==> src/rtl/cpu_pkg.sv <==
// cpu_pkg: shared datapath width, divider state encoding and ALU opcodes
package cpu_pkg;
  localparam int DIV_WIDTH = 32;
  localparam logic [3:0] ALU_DIV = 4'd12;
  typedef enum logic [1:0] {IDLE, RUN, FIX, DONE} div_state_t;
endpackage

==> src/rtl/seq_divider_if.sv <==
// seq_divider_if: request/result bundle between the CPU control and the sequential divider
interface seq_divider_if;
  import cpu_pkg::*;
  logic                 start;
  logic [DIV_WIDTH-1:0] dividend;
  logic [DIV_WIDTH-1:0] divisor;
  logic [DIV_WIDTH-1:0] quotient;
  logic [DIV_WIDTH-1:0] remainder;
  logic                 busy;
  logic                 done;
  logic                 div_by_zero;
  modport master (output start, dividend, divisor, input quotient, remainder, busy, done, div_by_zero);
  modport slave (input start, dividend, divisor, output quotient, remainder, busy, done, div_by_zero);
endinterface

==> src/rtl/div_step.sv <==
// div_step: one restoring-division iteration on a 33-bit partial remainder
module div_step
  import cpu_pkg::*;
(
  input  logic [DIV_WIDTH:0]   rem,
  input  logic [DIV_WIDTH-1:0] quo,
  input  logic [DIV_WIDTH-1:0] dvs,
  output logic [DIV_WIDTH:0]   rem_next,
  output logic [DIV_WIDTH-1:0] quo_next
);
  logic [DIV_WIDTH+1:0] shifted, diff;
  always_comb begin
    shifted  = {rem, quo[DIV_WIDTH-1]};
    diff     = shifted - {2'b00, dvs};
    rem_next = diff[DIV_WIDTH+1] ? shifted[DIV_WIDTH:0] : diff[DIV_WIDTH:0];
    quo_next = {quo[DIV_WIDTH-2:0], ~diff[DIV_WIDTH+1]};
  end
endmodule

==> src/rtl/seq_divider.sv <==
// seq_divider: 32-cycle restoring divider; define DIV_SIGNED_EN for two's-complement operands
module seq_divider
  import cpu_pkg::*;
(
  input  logic         clock,
  input  logic         clear_n,
  seq_divider_if.slave bus
);
  div_state_t           state;
  logic [DIV_WIDTH:0]   rem, rem_next;
  logic [DIV_WIDTH-1:0] quo, quo_next, dvs, a_mag, b_mag, quotient, remainder;
  logic [5:0]           cnt;
  logic                 neg_q, neg_r, q_neg_in, r_neg_in, busy, done, dbz;
`ifdef DIV_SIGNED_EN
  assign a_mag    = bus.dividend[DIV_WIDTH-1] ? -bus.dividend : bus.dividend;
  assign b_mag    = bus.divisor[DIV_WIDTH-1] ? -bus.divisor : bus.divisor;
  assign q_neg_in = bus.dividend[DIV_WIDTH-1] ^ bus.divisor[DIV_WIDTH-1];
  assign r_neg_in = bus.dividend[DIV_WIDTH-1];
`else
  assign a_mag    = bus.dividend;
  assign b_mag    = bus.divisor;
  assign q_neg_in = 1'b0;
  assign r_neg_in = 1'b0;
`endif
  div_step u_step (.rem(rem), .quo(quo), .dvs(dvs), .rem_next(rem_next), .quo_next(quo_next));
  always_ff @(posedge clock or negedge clear_n) begin
    if (!clear_n) begin
      state     <= IDLE;
      rem       <= '0;
      quo       <= '0;
      dvs       <= '0;
      cnt       <= '0;
      neg_q     <= 1'b0;
      neg_r     <= 1'b0;
      quotient  <= '0;
      remainder <= '0;
      busy      <= 1'b0;
      done      <= 1'b0;
      dbz       <= 1'b0;
    end else begin
      case (state)
        IDLE: if (bus.start && bus.divisor != '0) begin
          state <= RUN;
          busy  <= 1'b1;
          rem   <= '0;
          quo   <= a_mag;
          dvs   <= b_mag;
          cnt   <= '0;
          neg_q <= q_neg_in;
          neg_r <= r_neg_in;
          dbz   <= 1'b0;
        end else if (bus.start) begin
          state     <= DONE;
          busy      <= 1'b1;
          done      <= 1'b1;
          quotient  <= '1;
          remainder <= bus.dividend;
          dbz       <= 1'b1;
        end
        RUN: begin
          rem   <= rem_next;
          quo   <= quo_next;
          cnt   <= cnt + 6'd1;
          state <= cnt == 6'd31 ? FIX : RUN;
        end
        // quotient magnitude of 2^31 negates onto itself, giving the MIN/-1 result for free
        FIX: begin
          quotient  <= neg_q ? -quo : quo;
          remainder <= neg_r ? -rem[DIV_WIDTH-1:0] : rem[DIV_WIDTH-1:0];
          done      <= 1'b1;
          state     <= DONE;
        end
        default: begin
          done  <= 1'b0;
          busy  <= 1'b0;
          state <= IDLE;
        end
      endcase
    end
  end
  assign bus.quotient    = quotient;
  assign bus.remainder   = remainder;
  assign bus.busy        = busy;
  assign bus.done        = done;
  assign bus.div_by_zero = dbz;
endmodule
==> src/flat_wrapper.sv <==
// flat-port wrapper written by rule: the top's interface ports become plain ports
module seq_divider_flat import cpu_pkg::*;
  (clock, clear_n, bus_start, bus_dividend, bus_divisor, bus_quotient, bus_remainder, bus_busy, bus_done, bus_div_by_zero);
  seq_divider_if bus_i ();
  input  logic clock;
  input  logic clear_n;
  input wire logic [$bits(bus_i.start)-1:0] bus_start;
  input wire logic [$bits(bus_i.dividend)-1:0] bus_dividend;
  input wire logic [$bits(bus_i.divisor)-1:0] bus_divisor;
  output wire logic [$bits(bus_i.quotient)-1:0] bus_quotient;
  output wire logic [$bits(bus_i.remainder)-1:0] bus_remainder;
  output wire logic [$bits(bus_i.busy)-1:0] bus_busy;
  output wire logic [$bits(bus_i.done)-1:0] bus_done;
  output wire logic [$bits(bus_i.div_by_zero)-1:0] bus_div_by_zero;
  assign bus_i.start = bus_start;
  assign bus_i.dividend = bus_dividend;
  assign bus_i.divisor = bus_divisor;
  assign bus_quotient = bus_i.quotient;
  assign bus_remainder = bus_i.remainder;
  assign bus_busy = bus_i.busy;
  assign bus_done = bus_i.done;
  assign bus_div_by_zero = bus_i.div_by_zero;
  seq_divider u_core (.clock(clock), .clear_n(clear_n), .bus(bus_i));
endmodule
==> config.mk <==
export PLATFORM = sky130hd
export DESIGN_NAME = seq_divider_flat
export DESIGN_NICKNAME = d
export VERILOG_FILES = /design/src/rtl/cpu_pkg.sv /design/src/rtl/seq_divider_if.sv /design/src/rtl/div_step.sv /design/src/rtl/seq_divider.sv /design/src/flat_wrapper.sv
export SDC_FILE = /design/constraint.sdc
export NUM_CORES = 1
export LEC_CHECK = 0
export BUFFER_PORTS_ARGS = -buffer_cell sky130_fd_sc_hd__buf_2
export CAP_MARGIN = 40
export CORE_MARGIN = 1.5
export CORE_UTILIZATION = 25
export DETAILED_ROUTE_END_ITERATION = 16
export MAX_ROUTING_LAYER = met4
export SLEW_MARGIN = 25
export SYNTH_ARGS = -nofsm -noshare
export SYNTH_HDL_FRONTEND = slang
export SYNTH_SLANG_ARGS = --single-unit
export TNS_END_PERCENT = 10
==> constraint.sdc <==
create_clock -name clock -period 6.6 [get_ports clock]
set_input_delay 0.33 -clock clock [delete_from_list [all_inputs] [get_ports clock]]
set_output_delay 0.33 -clock clock [all_outputs]
set_load 0.05 [all_outputs]
==> results of run 1 <==
[final cells by class]
type                            instances  area share
Tap cell                              504      0.0560
Inverter                               75      0.0250
Timing Repair Buffer                  149      0.0776
Antenna cell                            3    0.000666
Clock inverter                         15      0.0132
Clock buffer                           17      0.0378
Multi-Input combinational cell        639       0.408
Sequential cell                       172       0.382
[layout by cell type, fill, tap and decap left out, types with 30 or more instances in the layout]
cell                       count
sky130_fd_sc_hd__buf_2       132
sky130_fd_sc_hd__mux2_2       32
sky130_fd_sc_hd__ha_1         36
sky130_fd_sc_hd__o22a_1       34
sky130_fd_sc_hd__nand2_1      86
sky130_fd_sc_hd__dfrtp_1     172
sky130_fd_sc_hd__a222oi_1     30
sky130_fd_sc_hd__nor2_1       60
sky130_fd_sc_hd__inv_1        75
sky130_fd_sc_hd__a21oi_1      76
sky130_fd_sc_hd__mux2i_1      34
[through the flow]
step                      instance area [um^2]  power [uW]
after global routing                     11300        7390
after floorplan                           9420        4910
after CTS                                11200        6910
final                                    11300        6890
after global placement                   10500        5820
after detailed placement                 10600        5890
[cell usage after synthesis (all sizes together), types with 4 or more instances]
library cell	n	area (um^2)
a222oi	30	300
mux2i	34	340
and2	8	55.1
dfrtp	172	4300
o21a	5	37.5
nor4	8	50.1
o31ai	4	30.0
xnor2	18	158
nand2b	6	40.0
nor3	9	56.3
a21o	18	135
a31oi	7	58.8
nor2b	6	37.5
xor2	7	61.3
o21ai	23	119
a41oi	5	43.8
o22a	34	298
nand3	16	80.1
buf	13	93.8
clkbuf	46	173
nand4	24	150
o221ai	4	53.8
nor2	61	229
ha	37	463
o211ai	26	230
a221o	9	90.1
nand2	87	329
mux2	32	360
and3	6	37.5
or3	4	25.0
inv	75	282
a211oi	6	50.1
a21oi	77	389
[registers in the layout, summed over array words and instances (netlist names)]
| register | cells |
|---|---|
| u_core.rem | 33 |
| u_core.quo | 32 |
| u_core.bus.busy | 1 |
| u_core.dvs | 32 |
| u_core.bus.div_by_zero | 1 |
| u_core.bus.quotient | 32 |
| u_core.cnt | 6 |
| u_core.bus.done | 1 |
| u_core.bus.remainder | 32 |
| u_core.state | 2 |
[metal layers]
metal	GRT usage	wire, um	up-vias
met5	-	0	-
met1	0.218	14000	3806
met2	0.212	12000	226
li1	-	-	3699
met3	0.0331	1700	24
met4	0.0387	402	0
[how the worst max path moves through the flow]
stage / cells past startpoint / endpoint / startpoint / slack, ns
2_1_floorplan: 11 / u_core.rem[28] / u_core.quo[31] / 3.97
3_3_place_gp: 9 / u_core.rem[16] / u_core.rem[10] / 3.04
3_5_place_dp: 10 / u_core.rem[32] / bus_divisor[0] / 3.13
4_1_cts: 11 / u_core.rem[28] / u_core.quo[31] / 3.34
5_1_grt: 10 / u_core.rem[15] / u_core.rem[19] / 3.14
6_report: 11 / u_core.rem[28] / u_core.quo[31] / 3.32
[power by group]
group / switching, uW / internal (uW)
registers: 363 / 1540
logic: 2600 / 1390
clock network: 494 / 505
total: 3460 / 3430
[logic make-up after synthesis]
group,Yosys count,share of synthesized area
AO/OA/AOI/OAI,269,0.215
AND/OR/NAND/NOR,241,0.120
flip-flops,172,0.457
buffers and inverters,134,0.0582
multiplexers,66,0.0744
adder cells (fa/ha/maj),38,0.0513
XOR/XNOR,25,0.0233
[worst max-delay path, cell delays in order (launching register included)]
cell and delay [ns]:
sky130_fd_sc_hd__dfrtp_1 0.37, sky130_fd_sc_hd__inv_1 0.10, sky130_fd_sc_hd__ha_1 0.22, sky130_fd_sc_hd__fa_1 0.39, sky130_fd_sc_hd__nor2b_1 0.20, sky130_fd_sc_hd__o31ai_1 0.14, sky130_fd_sc_hd__a21o_1 0.21, sky130_fd_sc_hd__a2111oi_1 0.72
sky130_fd_sc_hd__o21ai_0 0.25, sky130_fd_sc_hd__and3_1 0.23, sky130_fd_sc_hd__o2111ai_1 0.22, sky130_fd_sc_hd__o211ai_2 0.11
==> results.md, run 1 <==
- The flow ran to the end, and the final reports show no timing, DRC or antenna violations.
- The placed cell count is between 1500 and 2000.
- The number of cells on the worst reg-to-reg path is 11.
- The floorplan step defined a die boundary enclosing 0.0388 mm^2.
- No sink is reached through more buffers than the 2 on the longest clock path.
- The clock tree from TritonCTS is yes.
- The path with the worst hold slack has its endpoint at u_core.dvs[25].
- The number of hold buffers added after CTS was 1.
- The peak ir drop on the vdd network is approximately 0.00019 V.
- After detailed routing, the average wire length per cell comes to roughly 18 um.
- The via count of the first global-routing pass is about 7500.
- The cell area that synthesis handed to floorplanning was about 0.0094 mm^2.
- The post-route worst hold slack is ~0.13 ns.
- The worst register-to-register path begins at u_core.quo[31].
- The critical path is of the register to register type.
- The Yosys step of the flow raised 0 warnings.
- After the first detailed-routing iteration, the DRC count stood at 684.
- The number of setup buffers added after CTS is 0.
- The path class of the tightest hold or removal check is input pin to register.
- In this run the core area contains 70 standard-cell rows.
- The layout net count is between 1000 and 1500.
- On the final layout, the worst clock skew is 0.0118 ns.
- The die is 197 um tall.
- The worst-margin pin slew is 0.806 ns.
- The die boundary width is 197 um.
- The cell depth of the worst hold path is 2.
- In the global route stage, overall resource usage came out at 0.151.
- The fraction of the core area covered by cells at the end of the flow is 0.306.
- The start point of the worst hold path is bus_divisor[25].
- Data arrives at the worst endpoint at about 3.6 ns.
- Of the cells placed in the final design, the portion with a size suffix greater than 1 is 0.228.
- Before antenna repair, the detailed router went through 6 iterations.
- The count of instances resized after the clock tree is built is 0.
- Of the synthesized area, sequential elements account for 0.457.
- The maximum net fanout on the critical path is 3.
- The number of flip-flops and latches in the synthesized netlist is 172.
- The latest clock arrival within the worst-skew pair is around 0.44 ns.
- The required arrival time at the worst endpoint is 6.92 ns.
- The number of nets handed over by synthesis was about 1100.
- The most used flip-flop cell after synthesis is sky130_fd_sc_hd__dfrtp_1.
- Synthesis handed over a netlist of between 900 and 1000 instances.
- The final setup TNS is 0 ns.
- Setup repair after global routing left no endpoint under its margin.
- The clock-pin slew on the worst setup and hold paths is 0.08 ns.
- In this run, CTS created clock tree buffers numbering 17.
- The max-cap check violation count is 0.
- The H-tree was split into 4 levels.
- Summing over every cut layer, the via total after detailed routing is 7755.
- The post-placement setup slack is around 3.1 ns.
- The category of the worst setup path launch point is a register.
- The number of antenna violations at the first check in global routing is 1.
- Detailed placement ended at an HPWL of 20800 um.
- The congestion estimate from routability-driven global placement came to ~0.86.
- In this run the static leakage power is 0.00516 uW.
- For this block, the routed nets add up to 28100 um of wire.
- The number of enable flip-flop cells after synthesis is 0.
- Measured against its own limit, the worst slew margin works out to 0.461.
- Summed over all layers, the global routing overflow is 0.
- The initial core utilization is 0.255.
- The number of failing hold endpoints at the final stage is 0.
- Summing all multi-input logic gate instances after layout gives 0.00459 mm^2.
- The number of pins exceeding their max-slew limit in the final report is 0.
- The layout has ~3900 filler cells.
- In this run the count of I/O pins placed on the die edge is 134.
- Setup slack closes at about 3.3 ns.
- The count of port buffers added during placement is 133.
- In this run, distinct cell masters in the synthesized netlist total 68.
- The maximum clock frequency is between 300 and 400 MHz.
- The DRC violation count after routing is 0.
- The sequential cells in the finished layout cover a total of 0.00430 mm^2.
- The post-synthesis async set-or-reset flop share is 1.00.
- The first global-routing pass estimated approximately 44000 um of wire.
- Setup violations remaining at the end of the flow were counted as 0.
- The shortest clock period the worst path allows after layout is 3.28 ns.
- The TritonCTS sink count is 172.
- The worst setup path is captured at a register.
- Using the TritonRoute via totals, the vias-per-cell ratio works out to 4.93.
- The worst register-to-register path ends at u_core.rem[28].
- The mean area per synthesized cell is between 9 and 10 um^2.
- Entering global routing, the biggest net connects 68 pins.
- For flop-to-flop paths, the worst setup slack is 3.32 ns.
- After floorplanning, the core was sized to cover 0.0369 mm^2.
- The non-filler instance count after layout is 1574.
- The remaining number of nets flagged by the antenna check after routing is 0.
- The clock root buffer master is sky130_fd_sc_hd__clkbuf_16.
- In this run the power density over the cells is slightly above 600 mW/mm^2.
- Compared with the post-synthesis result, the final layout area differs by 19.7%.
- The final clock period utilization by the worst path is 0.497.
Note: power is estimated with default switching activity, not from simulation.
==> run 2: changes to the inputs <==
==> constraint.sdc (replaced) <==
create_clock -name clock -period 2.7 [get_ports clock]
set_input_delay 0.135 -clock clock [delete_from_list [all_inputs] [get_ports clock]]
set_output_delay 0.135 -clock clock [all_outputs]
set_load 0.05 [all_outputs]
==> run 2 against run 1 <==
  * Worst setup slack worse by 3.3 ns
  * Total power grew to 2.7 times the previous value
  * Largest cell class unchanged
  * Critical endpoint is now u_core.rem[22]
  * Clock skew fell by 0.0021 ns
  * Highest routed layer unchanged
  * Non-clock buffer count grew 151
==> results.md, run 2 (synthesis results as in run 1) <==
- The sort of element at the end of the critical path is a register (unchanged).
- The most flop-heavy register is u_core.rem (unchanged).
- The latest clock arrival within the worst-skew pair is 0.44 ns (about the same).
- The routed via count divided by cell count came to 4.87 (was 4.93).
- The category of the worst setup path launch point is a register (unchanged).
- The number of antenna violations at the first check in global routing is 1 (unchanged).
- The full die area was 0.0388 mm^2 (unchanged).
- The power share of the combinational group is 0.622 (was 0.580).
- The sequential group share of total power is 0.245 (was 0.276).
- The boundary pin count is 134 (unchanged).
- The via count of the routed design is 8396 (was 7755).
- The fraction of final layout cells sized beyond drive strength 1 was 0.307 (was 0.228).
- The pin count of the biggest net entering global routing is 71 (was 68).
- The clock power share is 0.133 (was 0.145).
- The kind of critical path is register to register (unchanged).
- The count of port buffers added during placement is 133 (unchanged).
- The remaining global-route overflow was 0 (unchanged).
- The post-detailed-placement half-perimeter wirelength is 21900 um (was 20800 um).
- The clock skew is 0.00973 ns (was 0.0118 ns).
- The clock root buffer master is sky130_fd_sc_hd__clkbuf_16 (unchanged).
- The commonest non-fill, non-tap cell in the layout was sky130_fd_sc_hd__dfrtp_1 (unchanged).
- The final worst slack is 0.0671 ns (was 3.32 ns).
- The initial core utilization is 0.255 (unchanged).
- The count of standard-cell rows is 70 (unchanged).
- The net switching power figure is 8900 uW (was 3460 uW).
- The via count of the first global-routing pass is 8186 (was 7522).
- The final clock period utilization by the worst path is 0.975 (was 0.497).
- The worst-margin pin slew is 0.636 ns (was 0.806 ns).
- Unrepaired setup endpoints after global routing: yes (was no).
- The power density normalized to cell area is 1450 mW/mm^2 (was 612 mW/mm^2).
- The clock tree from TritonCTS is yes (unchanged).
- The arrival time of the worst setup path is 3.00 ns (was 3.59 ns).
- The number of pins exceeding their max-slew limit in the final report was 0 (unchanged).
- The non-filler instance count after layout is 1723 (was 1574).
- The layout net count is 1311 (was 1159).
- The relative slew slack is 0.576 (was 0.461).
- The DRC violation count after routing is 0 (unchanged).
- The TritonCTS sink count came to 172 (unchanged).
- The die boundary width was 197 um (unchanged).
- The number of buffers created by CTS came to 17 (unchanged).
- The core region area is 0.0369 mm^2 (unchanged).
- The flip-flop count of the largest register after layout is 33 (unchanged).
- The detailed-router iteration count before antenna repair is 8 (was 6).
- The required arrival time at the worst endpoint was 3.07 ns (was 6.92 ns).
- The placed cell count came to 1618 (was 1536).
- The global-route wire length before repair is 46200 um (was 44500 um).
- The maximum net fanout on the critical path is 4 (was 3).
- The placer's final routability congestion estimate came to 0.877 (was 0.862).
- The maximum level of the CTS H-tree is 4 (unchanged).
- The maximum clock frequency came to 380 MHz (was 305 MHz).
- The final setup violation count is 0 (unchanged).
- The fraction of power spent switching nets came to 0.474 (was 0.502).
- The clock-pin slew on the worst setup and hold paths is 0.07 ns (was 0.08 ns).
- Commonest cells after routing, fill and taps aside: sky130_fd_sc_hd__dfrtp_1 (172), sky130_fd_sc_hd__buf_2 (132), sky130_fd_sc_hd__buf_4 (92) (was sky130_fd_sc_hd__dfrtp_1 (172), sky130_fd_sc_hd__buf_2 (132), sky130_fd_sc_hd__nand2_1 (86)).
- The total detailed-routing wirelength is 29600 um (was 28100 um).
- The max-cap check violation count was 0 (unchanged).
- The number of failing hold endpoints at the final stage was 0 (unchanged).
- Result of the run: complete, no violations (unchanged).
- The remaining number of nets flagged by the antenna check after routing came to 0 (unchanged).
- The antenna diode count is 0 (was 3).
- The shortest clock period the worst path allows after layout is 2.63 ns (was 3.28 ns).
- The synthesis-to-layout area growth is 37.5% (was 19.7%).
- The initial DRC count was 632 (was 684).
- The vertical die dimension came to 197 um (unchanged).
- The maximum clock path buffer count was 2 (unchanged).
- The static power due to leakage was 0.00589 uW (was 0.00516 uW).
- The worst hold path class is input pin to register (unchanged).
- The global routing usage summed across all routing layers is 0.158 (was 0.151).
- The post-placement setup slack is -0.137 ns (was 3.13 ns).
- The average wire per cell in the routed design was 17.2 um (was 17.8 um).
- The peak ir drop on the vdd network is 0.000589 V (was 0.000192 V).
- The internal cell power is 9880 uW (was 3430 uW).
[run 2: cell types whose count changed in the layout (fill, tap and decap cells not counted), moves of 3 or more]
cell,delta
sky130_fd_sc_hd__a21oi_1,-8
sky130_fd_sc_hd__a41oi_2,+3
sky130_fd_sc_hd__buf_12,+7
sky130_fd_sc_hd__inv_8,-5
sky130_fd_sc_hd__dlygate4sd3_1,+62
sky130_fd_sc_hd__a21oi_2,+7
sky130_fd_sc_hd__diode_2,-3
sky130_fd_sc_hd__a41oi_1,-3
sky130_fd_sc_hd__o21ai_0,-3
sky130_fd_sc_hd__buf_4,+83
sky130_fd_sc_hd__ha_1,-14
sky130_fd_sc_hd__ha_4,+14
[run 2: cell type report]
type / instances / area (um^2)
clock buffers: 18 / 429
clock inverters: 14 / 158
fillers: 3728 / 23900
inverters: 75 / 282
multi-input cells: 640 / 4930
flip-flops and latches: 172 / 4300
well taps: 504 / 631
repair buffers: 300 / 2210
[run 2: layer usage]
layer	wire [um]	part of all wire	track usage
met5	0	0	-
met4	308	0.010	0.0396
met3	1410	0.048	0.0246
met2	13400	0.45	0.240
met1	14500	0.49	0.220
[run 2: metrics by stage]
step                TNS [ns]  utilization  cell area, um^2  total power (uW)  hold slack, ns
floorplan                  0            -             9420             12000          -0.161
global placement      -0.103        0.307            11300             15200           0.183
detailed placement    -0.138        0.307            11300             15400           0.182
CTS                        0        0.343            12600             18300        0.000779
global route          -0.853        0.351            12900             20100        0.000960
finish                     0        0.351            12900             18800          0.0105
[run 2: critical path, stage by stage, from the launching register on]
cell	delay, ns
sky130_fd_sc_hd__dfrtp_1	0.37
sky130_fd_sc_hd__inv_2	0.06
sky130_fd_sc_hd__ha_4	0.16
sky130_fd_sc_hd__fa_2	0.39
sky130_fd_sc_hd__nor2b_4	0.17
sky130_fd_sc_hd__o31ai_4	0.08
sky130_fd_sc_hd__a21o_1	0.22
sky130_fd_sc_hd__buf_4	0.17
sky130_fd_sc_hd__a21oi_2	0.16
sky130_fd_sc_hd__buf_4	0.17
sky130_fd_sc_hd__a41oi_1	0.14
sky130_fd_sc_hd__xnor2_1	0.26
sky130_fd_sc_hd__nand4_1	0.15
sky130_fd_sc_hd__o211ai_2	0.08
[run 2: power groups by stage]
stage | clock network, uW | registers [uW] | logic (uW)
after floorplan | 0 | 6170 | 5840
after global placement | 0 | 4580 | 10700
after global routing | 2690 | 4750 | 12600
after CTS | 2580 | 4580 | 11100
final | 2500 | 4610 | 11700
after detailed placement | 0 | 4620 | 10800
[run 2: worst paths after layout]
check,start,endpoint,slack (ns),cells after the start
min,bus_divisor[1],u_core.dvs[1],0.01,2
max,u_core.quo[31],u_core.rem[22],0.07,13
max in group asynchronous,clear_n,u_core.bus.quotient[24],1.55,3
min reg2reg,u_core.bus.quotient[5],u_core.bus.quotient[5],0.50,1
min in group asynchronous,clear_n,u_core.bus.quotient[5],0.27,2
max reg2reg,u_core.quo[31],u_core.rem[22],0.07,13
[run 2: timing repair]
| action | 4_1_cts | 5_1_grt |
|---|---|---|
| hold buffers | 63 | 0 |
| setup buffers | 7 | 2 |
| endpoints found under the hold margin | 124 | 0 |
| cloned | 1 | 0 |
| gates resized for setup | 10 | 48 |
| setup endpoints to repair | 26 | 38 |
| pin swaps | 3 | 20 |
==> run 3: changes to the inputs <==
--- a/config.mk
+++ b/config.mk
@@ -7,10 +7,13 @@
 export LEC_CHECK = 0
 export BUFFER_PORTS_ARGS = -buffer_cell sky130_fd_sc_hd__buf_2
 export CAP_MARGIN = 40
+export CELL_PAD_IN_SITES_DETAIL_PLACEMENT = 0
+export CELL_PAD_IN_SITES_GLOBAL_PLACEMENT = 2
 export CORE_MARGIN = 1.5
 export CORE_UTILIZATION = 25
 export DETAILED_ROUTE_END_ITERATION = 16
 export MAX_ROUTING_LAYER = met4
+export PLACE_DENSITY_LB_ADDON = 0.1
 export SLEW_MARGIN = 25
 export SYNTH_ARGS = -nofsm -noshare
 export SYNTH_HDL_FRONTEND = slang
==> run 3 against run 2 <==
  * Fmax is 0.42% higher
  * Total power is 1.3% higher
  * Critical endpoint is now u_core.rem[4]
  * Non-clock buffer count is 42 higher
  * First-iteration DRC count is 5.1% lower
==> results.md, run 3 (synthesis results as in run 1) <==
- The fraction of final layout cells sized beyond drive strength 1 is 0.325 (was 0.307).
- The commonest non-fill, non-tap cell in the layout is sky130_fd_sc_hd__dfrtp_1 (unchanged).
- The max-cap check violation count is 0 (unchanged).
- The required arrival time at the worst endpoint came to 3.02 ns (was 3.07 ns).
- The final clock period utilization by the worst path is 0.971 (was 0.975).
- The die boundary width was 197 um (unchanged).
- Commonest cells after routing, fill and taps aside: sky130_fd_sc_hd__dfrtp_1 (172), sky130_fd_sc_hd__buf_2 (132), sky130_fd_sc_hd__buf_4 (126) (was sky130_fd_sc_hd__dfrtp_1 (172), sky130_fd_sc_hd__buf_2 (132), sky130_fd_sc_hd__buf_4 (92)).
- The boundary pin count is 134 (unchanged).
- The count of port buffers added during placement is 133 (unchanged).
- The clock tree from TritonCTS is yes (unchanged).
- The flip-flop count of the largest register after layout came to 33 (unchanged).
- The remaining number of nets flagged by the antenna check after routing is 0 (unchanged).
- The full die area is 0.0388 mm^2 (unchanged).
- The static power due to leakage came to 0.00610 uW (was 0.00589 uW).
- The detailed-router iteration count before antenna repair was 6 (was 8).
- The sort of element at the end of the critical path is a register (unchanged).
- Result of the run: complete, no violations (unchanged).
- The post-route worst hold slack came to 0.0189 ns (was 0.0105 ns).
- The core region area was 0.0369 mm^2 (unchanged).
- The number of pins exceeding their max-slew limit in the final report was 0 (unchanged).
- The initial DRC count is 600 (was 632).
- The worst-margin pin slew came to 0.523 ns (was 0.636 ns).
- The relative slew slack is 0.648 (was 0.576).
- The DRC violation count after routing is 0 (unchanged).
- The arrival time of the worst setup path was 2.94 ns (was 3.00 ns).
- The post-route cell area is 0.0133 mm^2 (was 0.0129 mm^2).
- The kind of critical path is register to register (unchanged).
- The shortest clock period the worst path allows after layout is 2.62 ns (was 2.63 ns).
- The placer's final routability congestion estimate is 0.820 (was 0.877).
- The synthesis-to-layout area growth came to 40.7% (was 37.5%).
- The number of buffers created by CTS is 17 (unchanged).
- The clock skew was 0.0100 ns (was 0.00973 ns).
- The final setup violation count is 0 (unchanged).
- The maximum net fanout on the critical path is 16 (was 4).
- The post-detailed-placement half-perimeter wirelength is 24400 um (was 21900 um).
- The slowest stage cell on the critical path was sky130_fd_sc_hd__dfrtp_1 (was sky130_fd_sc_hd__fa_2).
- Unrepaired setup endpoints after global routing: yes (unchanged).
- The total detailed-routing wirelength came to 32200 um (was 29600 um).
- The via count of the first global-routing pass is 8414 (was 8186).
- The initial core utilization came to 0.255 (unchanged).
- The maximum clock path buffer count is 2 (unchanged).
- The layout net count came to 1352 (was 1311).
- The post-placement cell area is 0.0117 mm^2 (was 0.0113 mm^2).
- The pin count of the biggest net entering global routing is 77 (was 71).
- The power density normalized to cell area is 1440 mW/mm^2 (was 1450 mW/mm^2).
- The number of antenna violations at the first check in global routing is 0 (was 1).
- The count of standard-cell rows is 70 (unchanged).
- Cell Chain, Critical Path: inv_1 > ha_4 > o211ai_1 > nor3_2 > o21ai_2 > a211o_4 > a31oi_4 > or3_4 > and2_4 > buf_12 > a221o_1 (was inv_2 > ha_4 > fa_2 > nor2b_4 > o31ai_4 > a21o_1 > buf_4 > a21oi_2 > buf_4 > a41oi_1 > xnor2_1 > nand4_1 > o211ai_2).
- The TritonCTS sink count is 172 (unchanged).
- The average wire per cell in the routed design is 18.3 um (was 17.2 um).
- The largest stage delay on the critical path is 0.38 ns (was 0.39 ns).
- The final worst slack came to 0.0781 ns (was 0.0671 ns).
- The clock root buffer master is sky130_fd_sc_hd__clkbuf_16 (unchanged).
- The maximum level of the CTS H-tree is 4 (unchanged).
- The peak ir drop on the vdd network is 0.000651 V (was 0.000589 V).
- The most flop-heavy register is u_core.rem (unchanged).
- The remaining global-route overflow was 0 (unchanged).
- The post-placement setup slack was -0.186 ns (was -0.137 ns).
- The latest clock arrival within the worst-skew pair is 0.44 ns (about the same).
- The worst hold path class is input pin to register (unchanged).
- The antenna diode count is 0 (unchanged).
- The number of failing hold endpoints at the final stage is 0 (unchanged).
- The vertical die dimension is 197 um (unchanged).
- The count of filler cells inserted in the layout was 3854 (was 3728).
- The category of the worst setup path launch point is a register (unchanged).
- The via count of the routed design is 8277 (was 8396).
- The maximum clock frequency was 381 MHz (was 380 MHz).
- The global-route wire length before repair is 50700 um (was 46200 um).
- The clock-pin slew on the worst setup and hold paths came to 0.07 ns (about the same).
- The routed via count divided by cell count is 4.69 (was 4.87).
- The global routing usage summed across all routing layers is 0.177 (was 0.158).
-- run 3: where the power goes --
part	internal [uW]	total [uW]	switching (uW)	leakage, uW
clock	1210	2330	1120	0.000257
sequential	3760	4590	827	0.00210
combinational	5030	12100	7080	0.00374
-- run 3: timing repair --
action	CTS	global route
setup buffers	0	5
endpoints found under the hold margin	138	0
pin swaps	2	19
endpoints found under the setup margin	30	32
cloned	0	0
hold buffers	63	0
resized for setup	18	31
-- run 3: critical path, delay by kind of cell (launching register included) --
kind,cells,cell delay (ns)
AO/OA/AOI/OAI,5,0.96
AND/OR/NAND/NOR,3,0.66
flip-flops,1,0.38
buffers and inverters,2,0.27
adder cells (fa/ha/maj),1,0.23
-- run 3: per-layer routing --
layer,vias up,global-route usage,part of all wire
met5,-,-,0
met4,0,0.0447,0.010
met3,17,0.0237,0.031
met2,160,0.263,0.45
met1,4023,0.252,0.51
li1,4077,-,-
-- run 3: worst paths after layout --
check	startpoint	endpoint	slack (ns)	depth (start not counted)
max	u_core.dvs[6]	u_core.rem[4]	0.08	11
min	bus_dividend[10]	u_core.quo[10]	0.02	3
max in group asynchronous	clear_n	u_core.bus.remainder[31]	1.70	4
max reg2reg	u_core.dvs[6]	u_core.rem[4]	0.08	11
min in group asynchronous	clear_n	u_core.dvs[7]	0.15	2
min reg2reg	u_core.bus.quotient[23]	u_core.bus.quotient[23]	0.50	1
-- run 3: layout make-up --
class / instances / area, um^2 / share of cell area
Multi-Input combinational cell: 639 / 4860 / 0.367
Timing Repair Buffer: 342 / 2630 / 0.199
Clock inverter: 12 / 90.1 / 0.00680
Inverter: 75 / 282 / 0.0212
Tap cell: 504 / 631 / 0.0476
Sequential cell: 172 / 4300 / 0.325
Clock buffer: 20 / 447 / 0.0337
-- run 3: stage by stage --
stage                     cells   TNS (ns)  power (uW)   util
after floorplan             945          0       12000      -
after global placement     1664      -1.09       16300  0.318
after detailed placement   1664      -2.24       16300  0.318
after CTS                  1759  -0.000551       18900  0.352
after global routing       1764     -0.417       20600  0.359
final                      1764          0       19000  0.359
